`src/rtl/pool_window_fetch_pkg.sv`:
```
// Shared definitions for the pooling window fetcher: element width and FSM state encoding.
package pool_window_fetch_pkg;

  localparam int BRAM_DATA_WIDTH = 16;

  typedef enum logic [1:0] {
    ST_IDLE  = 2'd0,
    ST_ISSUE = 2'd1,
    ST_DRAIN = 2'd2,
    ST_DONE  = 2'd3
  } fetch_state_t;

  // Element order is {bottom-right, bottom-left, top-right, top-left}; top-left is always inside.
  function automatic logic [3:0] window_enables(input logic right_ok, input logic bottom_ok);
    return {right_ok & bottom_ok, bottom_ok, right_ok, 1'b1};
  endfunction

endpackage

```
`src/rtl/pool_window_fetch_shift_reg.sv`:
```
// Fixed-depth delay line with synchronous flush; aligns read strobes with BRAM read data.
module shift_reg #(
  parameter int CLOCK_CYCLES = 1,
  parameter int DATA_WIDTH   = 1
) (
  input  logic                  clk,
  input  logic                  reset,
  input  logic [DATA_WIDTH-1:0] din,
  output logic [DATA_WIDTH-1:0] dout
);

  logic [DATA_WIDTH-1:0] stages [CLOCK_CYCLES];

  always_ff @(posedge clk) begin
    if (reset) begin
      for (int i = 0; i < CLOCK_CYCLES; i++) stages[i] <= '0;
    end else begin
      stages[0] <= din;
      for (int i = 1; i < CLOCK_CYCLES; i++) stages[i] <= stages[i-1];
    end
  end

  assign dout = stages[CLOCK_CYCLES-1];

endmodule

```
`src/rtl/pool_window_fetch.sv`:
```
// Issues one 2x2 pooling window per cycle from four BRAM ports in raster order.
// Define POOL_FETCH_ODD_EDGE_EN to emit partial windows on odd trailing columns/rows.
//
// state    | meaning
// ST_IDLE  | waiting for start
// ST_ISSUE | one window of reads per cycle
// ST_DRAIN | RD_LATENCY cycles for the last reads to return
// ST_DONE  | one-cycle done pulse
module pool_window_fetch
  import pool_window_fetch_pkg::*;
#(
  parameter int BRAM_DATA_WIDTH = pool_window_fetch_pkg::BRAM_DATA_WIDTH,
  parameter int ADDR_WIDTH      = 12,
  parameter int DIM_WIDTH       = 9,
  parameter int RD_LATENCY      = 2
) (
  input  logic                       clk,
  input  logic                       reset,
  input  logic                       start,
  input  logic [ADDR_WIDTH-1:0]      base_addr,
  input  logic [DIM_WIDTH-1:0]       fmap_width,
  input  logic [DIM_WIDTH-1:0]       fmap_height,
  output logic                       rd_en_1,
  output logic                       rd_en_2,
  output logic                       rd_en_3,
  output logic                       rd_en_4,
  output logic [ADDR_WIDTH-1:0]      rd_addr_1,
  output logic [ADDR_WIDTH-1:0]      rd_addr_2,
  output logic [ADDR_WIDTH-1:0]      rd_addr_3,
  output logic [ADDR_WIDTH-1:0]      rd_addr_4,
  input  logic [BRAM_DATA_WIDTH-1:0] rd_data_1,
  input  logic [BRAM_DATA_WIDTH-1:0] rd_data_2,
  input  logic [BRAM_DATA_WIDTH-1:0] rd_data_3,
  input  logic [BRAM_DATA_WIDTH-1:0] rd_data_4,
  output logic [BRAM_DATA_WIDTH-1:0] bram_data_1,
  output logic [BRAM_DATA_WIDTH-1:0] bram_data_2,
  output logic [BRAM_DATA_WIDTH-1:0] bram_data_3,
  output logic [BRAM_DATA_WIDTH-1:0] bram_data_4,
  output logic                       data_valid_1,
  output logic                       data_valid_2,
  output logic                       data_valid_3,
  output logic                       data_valid_4,
  output logic                       busy,
  output logic                       done
);

  localparam int CNT_W = (RD_LATENCY > 1) ? $clog2(RD_LATENCY) : 1;
  localparam logic [CNT_W-1:0] DRAIN_LOAD = CNT_W'(RD_LATENCY - 1);

  fetch_state_t          state;
  logic [DIM_WIDTH-1:0]  cfg_w, cfg_h, wc, wr;
  logic [ADDR_WIDTH-1:0] top_addr, row_addr;
  logic [CNT_W-1:0]      drain_cnt;
  logic [3:0]            rd_en, data_valid;
  logic [ADDR_WIDTH-1:0] rd_addr [4];

  logic [DIM_WIDTH-1:0]  src_w, src_h, n_cols, n_rows, nxt_wc, nxt_wr;
  logic [ADDR_WIDTH-1:0] src_w_a, nxt_top, nxt_row;
  logic [ADDR_WIDTH-1:0] elem_addr [4];
  logic                  map_empty, have_next, load, right_ok, bottom_ok;
  logic [3:0]            nxt_en;

  // While idle the window geometry comes straight from the ports so window 0 is ready at start.
  always_comb begin
    src_w   = (state == ST_IDLE) ? fmap_width  : cfg_w;
    src_h   = (state == ST_IDLE) ? fmap_height : cfg_h;
`ifdef POOL_FETCH_ODD_EDGE_EN
    n_cols  = DIM_WIDTH'(({1'b0, src_w} + 1'b1) >> 1);
    n_rows  = DIM_WIDTH'(({1'b0, src_h} + 1'b1) >> 1);
`else
    n_cols  = src_w >> 1;
    n_rows  = src_h >> 1;
`endif
    src_w_a   = ADDR_WIDTH'(src_w);
    map_empty = (n_cols == '0) || (n_rows == '0);
    have_next = 1'b0;
    nxt_wc    = '0;
    nxt_wr    = '0;
    nxt_top   = base_addr;
    nxt_row   = base_addr;
    if (state == ST_IDLE) begin
      have_next = !map_empty;
    end else if (map_empty) begin
      have_next = 1'b0;
    end else if (wc != n_cols - 1'b1) begin
      have_next = 1'b1;
      nxt_wc    = wc + 1'b1;
      nxt_wr    = wr;
      nxt_top   = top_addr + ADDR_WIDTH'(2);
      nxt_row   = row_addr;
    end else if (wr != n_rows - 1'b1) begin
      have_next = 1'b1;
      nxt_wr    = wr + 1'b1;
      nxt_row   = row_addr + (src_w_a << 1);
      nxt_top   = row_addr + (src_w_a << 1);
    end
`ifdef POOL_FETCH_ODD_EDGE_EN
    right_ok  = !(src_w[0] && (nxt_wc == n_cols - 1'b1));
    bottom_ok = !(src_h[0] && (nxt_wr == n_rows - 1'b1));
`else
    right_ok  = 1'b1;
    bottom_ok = 1'b1;
`endif
    nxt_en       = window_enables(right_ok, bottom_ok);
    elem_addr[0] = nxt_top;
    elem_addr[1] = nxt_top + 1'b1;
    elem_addr[2] = nxt_top + src_w_a;
    elem_addr[3] = nxt_top + src_w_a + 1'b1;
    load = have_next && ((state == ST_ISSUE) || ((state == ST_IDLE) && start));
  end

  always_ff @(posedge clk) begin
    if (reset) begin
      state     <= ST_IDLE;
      cfg_w     <= '0;
      cfg_h     <= '0;
      wc        <= '0;
      wr        <= '0;
      top_addr  <= '0;
      row_addr  <= '0;
      drain_cnt <= '0;
      rd_en     <= '0;
      done      <= 1'b0;
      for (int k = 0; k < 4; k++) rd_addr[k] <= '0;
    end else begin
      done  <= 1'b0;
      rd_en <= load ? nxt_en : 4'b0000;
      if (load) begin
        wc       <= nxt_wc;
        wr       <= nxt_wr;
        top_addr <= nxt_top;
        row_addr <= nxt_row;
      end
      // Disabled elements keep their previous address so the port does not toggle needlessly.
      for (int k = 0; k < 4; k++) begin
        if (load && nxt_en[k]) rd_addr[k] <= elem_addr[k];
      end
      case (state)
        ST_IDLE: begin
          if (start) begin
            cfg_w <= fmap_width;
            cfg_h <= fmap_height;
            state <= ST_ISSUE;
          end
        end
        ST_ISSUE: begin
          if (!have_next) begin
            if (map_empty) begin
              state <= ST_DONE;
              done  <= 1'b1;
            end else begin
              state     <= ST_DRAIN;
              drain_cnt <= DRAIN_LOAD;
            end
          end
        end
        ST_DRAIN: begin
          if (drain_cnt == '0) begin
            state <= ST_DONE;
            done  <= 1'b1;
          end else begin
            drain_cnt <= drain_cnt - 1'b1;
          end
        end
        ST_DONE:  state <= ST_IDLE;
        default:  state <= ST_IDLE;
      endcase
    end
  end

  shift_reg #(
    .CLOCK_CYCLES(RD_LATENCY),
    .DATA_WIDTH  (4)
  ) u_valid_dly (
    .clk  (clk),
    .reset(reset),
    .din  (rd_en),
    .dout (data_valid)
  );

  assign busy         = (state != ST_IDLE);
  assign rd_en_1      = rd_en[0];
  assign rd_en_2      = rd_en[1];
  assign rd_en_3      = rd_en[2];
  assign rd_en_4      = rd_en[3];
  assign rd_addr_1    = rd_addr[0];
  assign rd_addr_2    = rd_addr[1];
  assign rd_addr_3    = rd_addr[2];
  assign rd_addr_4    = rd_addr[3];
  assign data_valid_1 = data_valid[0];
  assign data_valid_2 = data_valid[1];
  assign data_valid_3 = data_valid[2];
  assign data_valid_4 = data_valid[3];
  assign bram_data_1  = data_valid[0] ? rd_data_1 : '0;
  assign bram_data_2  = data_valid[1] ? rd_data_2 : '0;
  assign bram_data_3  = data_valid[2] ? rd_data_3 : '0;
  assign bram_data_4  = data_valid[3] ? rd_data_4 : '0;

endmodule
```
`config.mk`:
```
export PLATFORM = sky130hd
export DESIGN_NAME = pool_window_fetch
export DESIGN_NICKNAME = d
export VERILOG_FILES = /design/src/rtl/pool_window_fetch_pkg.sv /design/src/rtl/pool_window_fetch_shift_reg.sv /design/src/rtl/pool_window_fetch.sv
export SDC_FILE = /design/constraint.sdc
export NUM_CORES = 1
export LEC_CHECK = 0
export CAP_MARGIN = 40
export CORE_MARGIN = 2
export CORE_UTILIZATION = 48
export CTS_CLUSTER_DIAMETER = 100
export DETAILED_ROUTE_END_ITERATION = 12
export PLACE_DENSITY_LB_ADDON = 0.05
export SYNTH_ARGS = -nofsm -noshare
export SYNTH_HDL_FRONTEND = slang
export SYNTH_SLANG_ARGS = --single-unit
```
`constraint.sdc`:
```
create_clock -name clk -period 8.8 [get_ports clk]
set_clock_uncertainty 0.1 [all_clocks]
set_input_delay 1.76 -clock clk [delete_from_list [all_inputs] [get_ports clk]]
set_output_delay 1.76 -clock clk [all_outputs]
set_load 0.1 [all_outputs]
```
* Word level (Yosys, flattened, before mapping)
Memory sizes are Yosys's and may differ from the RTL's.
Cells that the tools add are included.
** Operators by class
- Add/sub/neg operators :: 10
- Equality and inequality tests :: 10
- Multiplexer cells :: 50
- Bitwise logic cells :: 6
- Reductions and logical operators :: 14
** Operator list (number)
- $mux 12 :: 11
- $mux 9 :: 9
- $mux 16 :: 4
- $add 12x1->12 const B :: 2
- $add 9x1->9 const B :: 2
- $logic_not 9->1 :: 2
- $ne 9x9->1 :: 2
- $sub 8x1->9 const B :: 2
- $mux 1 :: 17
- $add 12x10->12 :: 1
- $add 12x2->12 const B :: 1
- $add 12x9->12 :: 1
- $mux 4 :: 3
- $ne 2x2->1 const B :: 4
- $pmux 2 s4 :: 1
- $mux 2 :: 3
- $or 1x1->1 :: 6
- $reduce_and 3->1 :: 2
- $eq 2x2->1 const B :: 2
- $pmux 1 s2 :: 2
- $reduce_and 2->1 :: 2
- $reduce_bool 2->1 :: 2
- $ne 3x3->1 const B :: 1
- $eq 2x1->1 const B :: 1
- 5 further kinds :: 7
** Storage, ports and cells
- Register bits :: 68
- Memory bits (writable) :: 56
- Input bits :: 97
- Memories :: 2
** Memory list
- rd_addr :: depth 4, width 12, read ports 4, clocked after Yosys merged registers in 0, write ports 4, line pool_window_fetch.sv:55 : logic [ADDR_WIDTH-1:0] rd_addr [4];
- u_valid_dly.stages :: depth 2, width 4, read ports 2, clocked after Yosys merged registers in 0, write ports 2, line pool_window_fetch_shift_reg.sv:12 : logic [DATA_WIDTH-1:0] stages [CLOCK_CYCLES];

* Logic depth before layout (Yosys ltp)
- Depth after elaboration :: 13
- Depth in mapped cells :: 29
- Gate-level depth less buffers :: 24

* Hierarchy
From an unflattened synthesis, not the netlist that was laid out.
** Unflattened totals
- Cells, all modules :: 820
- Area total of the unflattened synthesis :: 7357.1 um2
** By module, submodules not included
- pool_window_fetch :: times used 1, cells an instance 800, area an instance 7116.8 um2, seq. area each 2722.6 um2
- shift_reg :: times used 1, cells an instance 20, area an instance 240.2 um2, seq. area each 160.2 um2

* Worst setup path after synthesis
Ideal clock, no wire load.
- Path type :: input port to flip-flop
- Start :: in fmap_height[1]
- End :: mem rd_addr[3][11] (data pin)
- Setup time :: 0.265 ns
- Arrival :: 7.025 ns
- Data required time :: 8.435 ns
- Setup slack :: 1.410 ns
- Cell stages on the path :: 23
- Path buffers :: 1
- Cell sequence :: mux2i_1 > ha_1 > or4b_1 > a21bo_1 > o21ai_0 > nor4b_4 > and4_4 > buf_6 > nor2_1 > a221oi_2 > ha_1 > inv_1 > fa_1 > nor2b_1 > o21a_1 > nor3_1 > or2_2 > a2111oi_0 > nand4_1 > nor4_1 > a2111oi_0 > a221oi_1 > nand3_1
** RTL lines
- start, declared :: line pool_window_fetch.sv:22 : input logic [DIM_WIDTH-1:0] fmap_height,
- end, declared :: line pool_window_fetch.sv:55

==> results_dict.tcl <==
set metrics [dict create \
    outcome "complete, no violations" \
    fin_nets 1288 \
    io_pins 219 \
    overflow 0 \
    hold_viol_final 0 \
    synth_fp_nets 958 \
    crit_buf_inv 4 \
    wl_mm 27.41 \
    dr_total_vias 7856 \
    grt_pass1_wl_mm 42.50 \
    dieArea_um2 16660 \
    path_cells "clkdlybuf4s50_1 -> mux2i_1 -> ha_1 -> or4b_1 -> a21bo_1 -> o21ai_0 -> nor4b_4 -> and4_4 -> a21oi_1 -> o221ai_1 -> inv_1 -> ha_1 -> a21o_1 -> a21oi_1 -> o21ai_0 -> and2_1 -> a2111oi_0 -> buf_4 -> nand4_1 -> nor4_1 -> buf_4 -> a2111oi_0 -> a221oi_1 -> nand3_1" \
    start_kind "primary input" \
    synth_top_area_share_pct 19.19 \
    num_rows 45 \
    slowest_delay_ps 500 \
    synth_cells 831 \
    path_class "primary input to register" \
    hp-class "register to register" \
    antenna_found_initial 3 \
    drt-initial-drc-count 661 \
    vias_per_cell 5.664 \
    slew_viol_final 0 \
    chipHeight_um 129.1 \
    cts_buffers 17 \
    setup_viol 0 \
    cts_root_buf "clkbuf_16" \
    grt_pass1_vias 7847 \
    postCtsHoldBufs 0 \
    avgSynthCellArea_um2 9.037 \
    dr.pass1.iters 5 \
    path_delay_family "compound AO/OA/AOI/OAI gates" \
    grt_setup_unrepaired "false" \
    port_buffers 217 \
    drcViolationCount 0 \
    ys_top_cells_by_area "edfxtp_1 19%, dfxtp_1 18%, and2_1 7.0%, ha_1 4.7%, xnor2_1 3.8%" \
    async_flop_share_pct 0 \
    htreeDepth 4 \
    routabilityCongestion 0.9155 \
    p_per_area_nw_per_um2 420.1 \
    ys_seq_area_share_pct 36.79 \
    yosys.area.top_type "edfxtp_1" \
    yosysWarningCount 0 \
    clockBufferDepth 2 \
    synth-main-ff-cell "dfxtp_1" \
    synth.distinct_cells 85 \
    clock_sinks 114 \
    coreArea_um2 15260 \
    postCtsSetupRepairBufs 0 \
    slew_headroom_pct 32.27 \
    cp_slowest_cell "or4b_1" \
    grt_usage_pct 33.30 \
    finalCritPeriodShare_pct 91.31 \
    p_leak_uw 0.005059 \
    worst_slew_pin_slew_ps 1016 \
    synth_area_um2 7510 \
    die_x_um 129.1 \
    worst_ir_drop_vdd_mv 0.4614 \
    post_cts_resized 0 \
    fin_setup_tns_ps 0 \
    fmax_mhz 124.5 \
    syn2layout_area_growth_pct 65.08 \
    critPathMaxFanout 13 \
    cp.required_ps 8870 \
    final_layout_size_suffix_gt1_share_pct 17.46 \
    synth_edf_count 48 \
    hold-worst-slack_ps 346.6 \
    tritoncts "done" \
    clkSlewWorstSetupHoldPaths_ps 60 \
    detail_route.wl_per_cell_um 19.76 \
    drv_cap 0 \
    grt_max_degree 69 \
    critical_path_arrival_ps 8100 \
    ant_nets 0 \
    ys_seq_elements 114 \
    start_util_pct 49.22 \
    min_period_ps 8035 \
    hpwl_mm 20.24 \
    clock_latency_ps 430 \
    end_kind "register" \
]
## metrics by stage
step                      setup WS, ps  utilization [%]  power (uW)  cell area [um^2]  std cells
final                            764.9            81.25        5208             12400       1387
after global routing             204.9            81.23        5452             12390       1386
after CTS                        889.9            81.21        5177             12390       1385
after detailed placement         670.4            77.49        4455             11820       1353
after global placement           775.6            64.37        3948              9822       1230
after floorplan                   1410                -        3287              7510        831
## final cells by class
type / instances / area (um^2)
inverter: 21 / 78.83
tap: 211 / 264.0
fill: 884 / 2861
clock inverter: 14 / 128.9
antenna: 2 / 5.005
sequential: 114 / 2763
timing repair buffer: 356 / 4294
clock buffer: 18 / 439.2
multi-input combinational: 651 / 4424
## where the power goes
part | total (uW) | leakage, uW | internal [uW] | switching (uW)
combinational | 3660 | 0.00372 | 1310 | 2350
sequential | 875 | 0.00107 | 777 | 98.6
clock | 669 | 0.000270 | 398 | 271
## sequential cells by signal, indices dropped and copies added (netlist names)
register	count
cfg_h	8
cfg_w	9
done	1
drain_cnt	1
rd_addr	48
rd_en	1
row_addr	12
state	2
top_addr	12
u_valid_dly.stages	2
wc	9
wr	9
## synthesized netlist by cell type, types with 15 or more instances
cell type / count
a21o_1: 17
a21oi_1: 46
and2_1: 84
and3_1: 15
clkbuf_1: 26
dfxtp_1: 66
edfxtp_1: 48
ha_1: 28
inv_1: 19
mux2i_1: 21
nand2_1: 70
nand3_1: 19
nand4_1: 15
nor2_1: 76
nor3_1: 30
o21ai_0: 28
xnor2_1: 33
xor2_1: 25
## worst paths after layout
kind	startpoint	end	slack, ps	cells past startpoint
max	fmap_height[1]	rd_addr[3][11]	760	24
min	u_valid_dly.stages[0][3]	u_valid_dly.stages[0][6]	350	1
max reg2reg	state[0]	rd_addr[3][11]	1220	25
min reg2reg	u_valid_dly.stages[0][3]	u_valid_dly.stages[0][6]	350	1
## kinds of logic after synthesis
| family | share of synthesized area (%) |
|---|---|
| fa+ha+maj | 5.198 |
| buf+inv | 4.298 |
| flops | 36.79 |
| mux | 4.199 |
| compound gates | 15.63 |
| xor+xnor | 7.798 |
| simple gates | 26.09 |
## cell usage in the layout (no fill, tap or decap), drive strengths merged, types with 7 or more instances in the layout
cell,instances
a211oi,10
a21o,18
a21oi,46
a221oi,7
a31oi,9
and2,84
and3,15
buf,139
clkbuf,18
clkdlybuf4s50,217
dfxtp,66
edfxtp,48
ha,28
inv,25
mux2,8
mux2i,21
nand2,70
nand3,19
nand4,16
nor2,76
nor3,30
nor3b,11
nor4,10
o21ai,29
or3,10
xnor2,34
xor2,26
## layer usage
| metal | up-vias | part of all wire, % | GRT usage (%) | wire [um] |
|---|---|---|---|---|
| met1 | 3695 | 38 | 37.83 | 10380 |
| met5 | - | 0.055 | 0 | 15 |
| li1 | 3663 | - | - | - |
| met3 | 93 | 7.4 | 7.060 | 2040 |
| met2 | 403 | 50 | 58.95 | 13670 |
| met4 | 2 | 4.8 | 17.46 | 1316 |
Power figures use the tool's default switching activity.
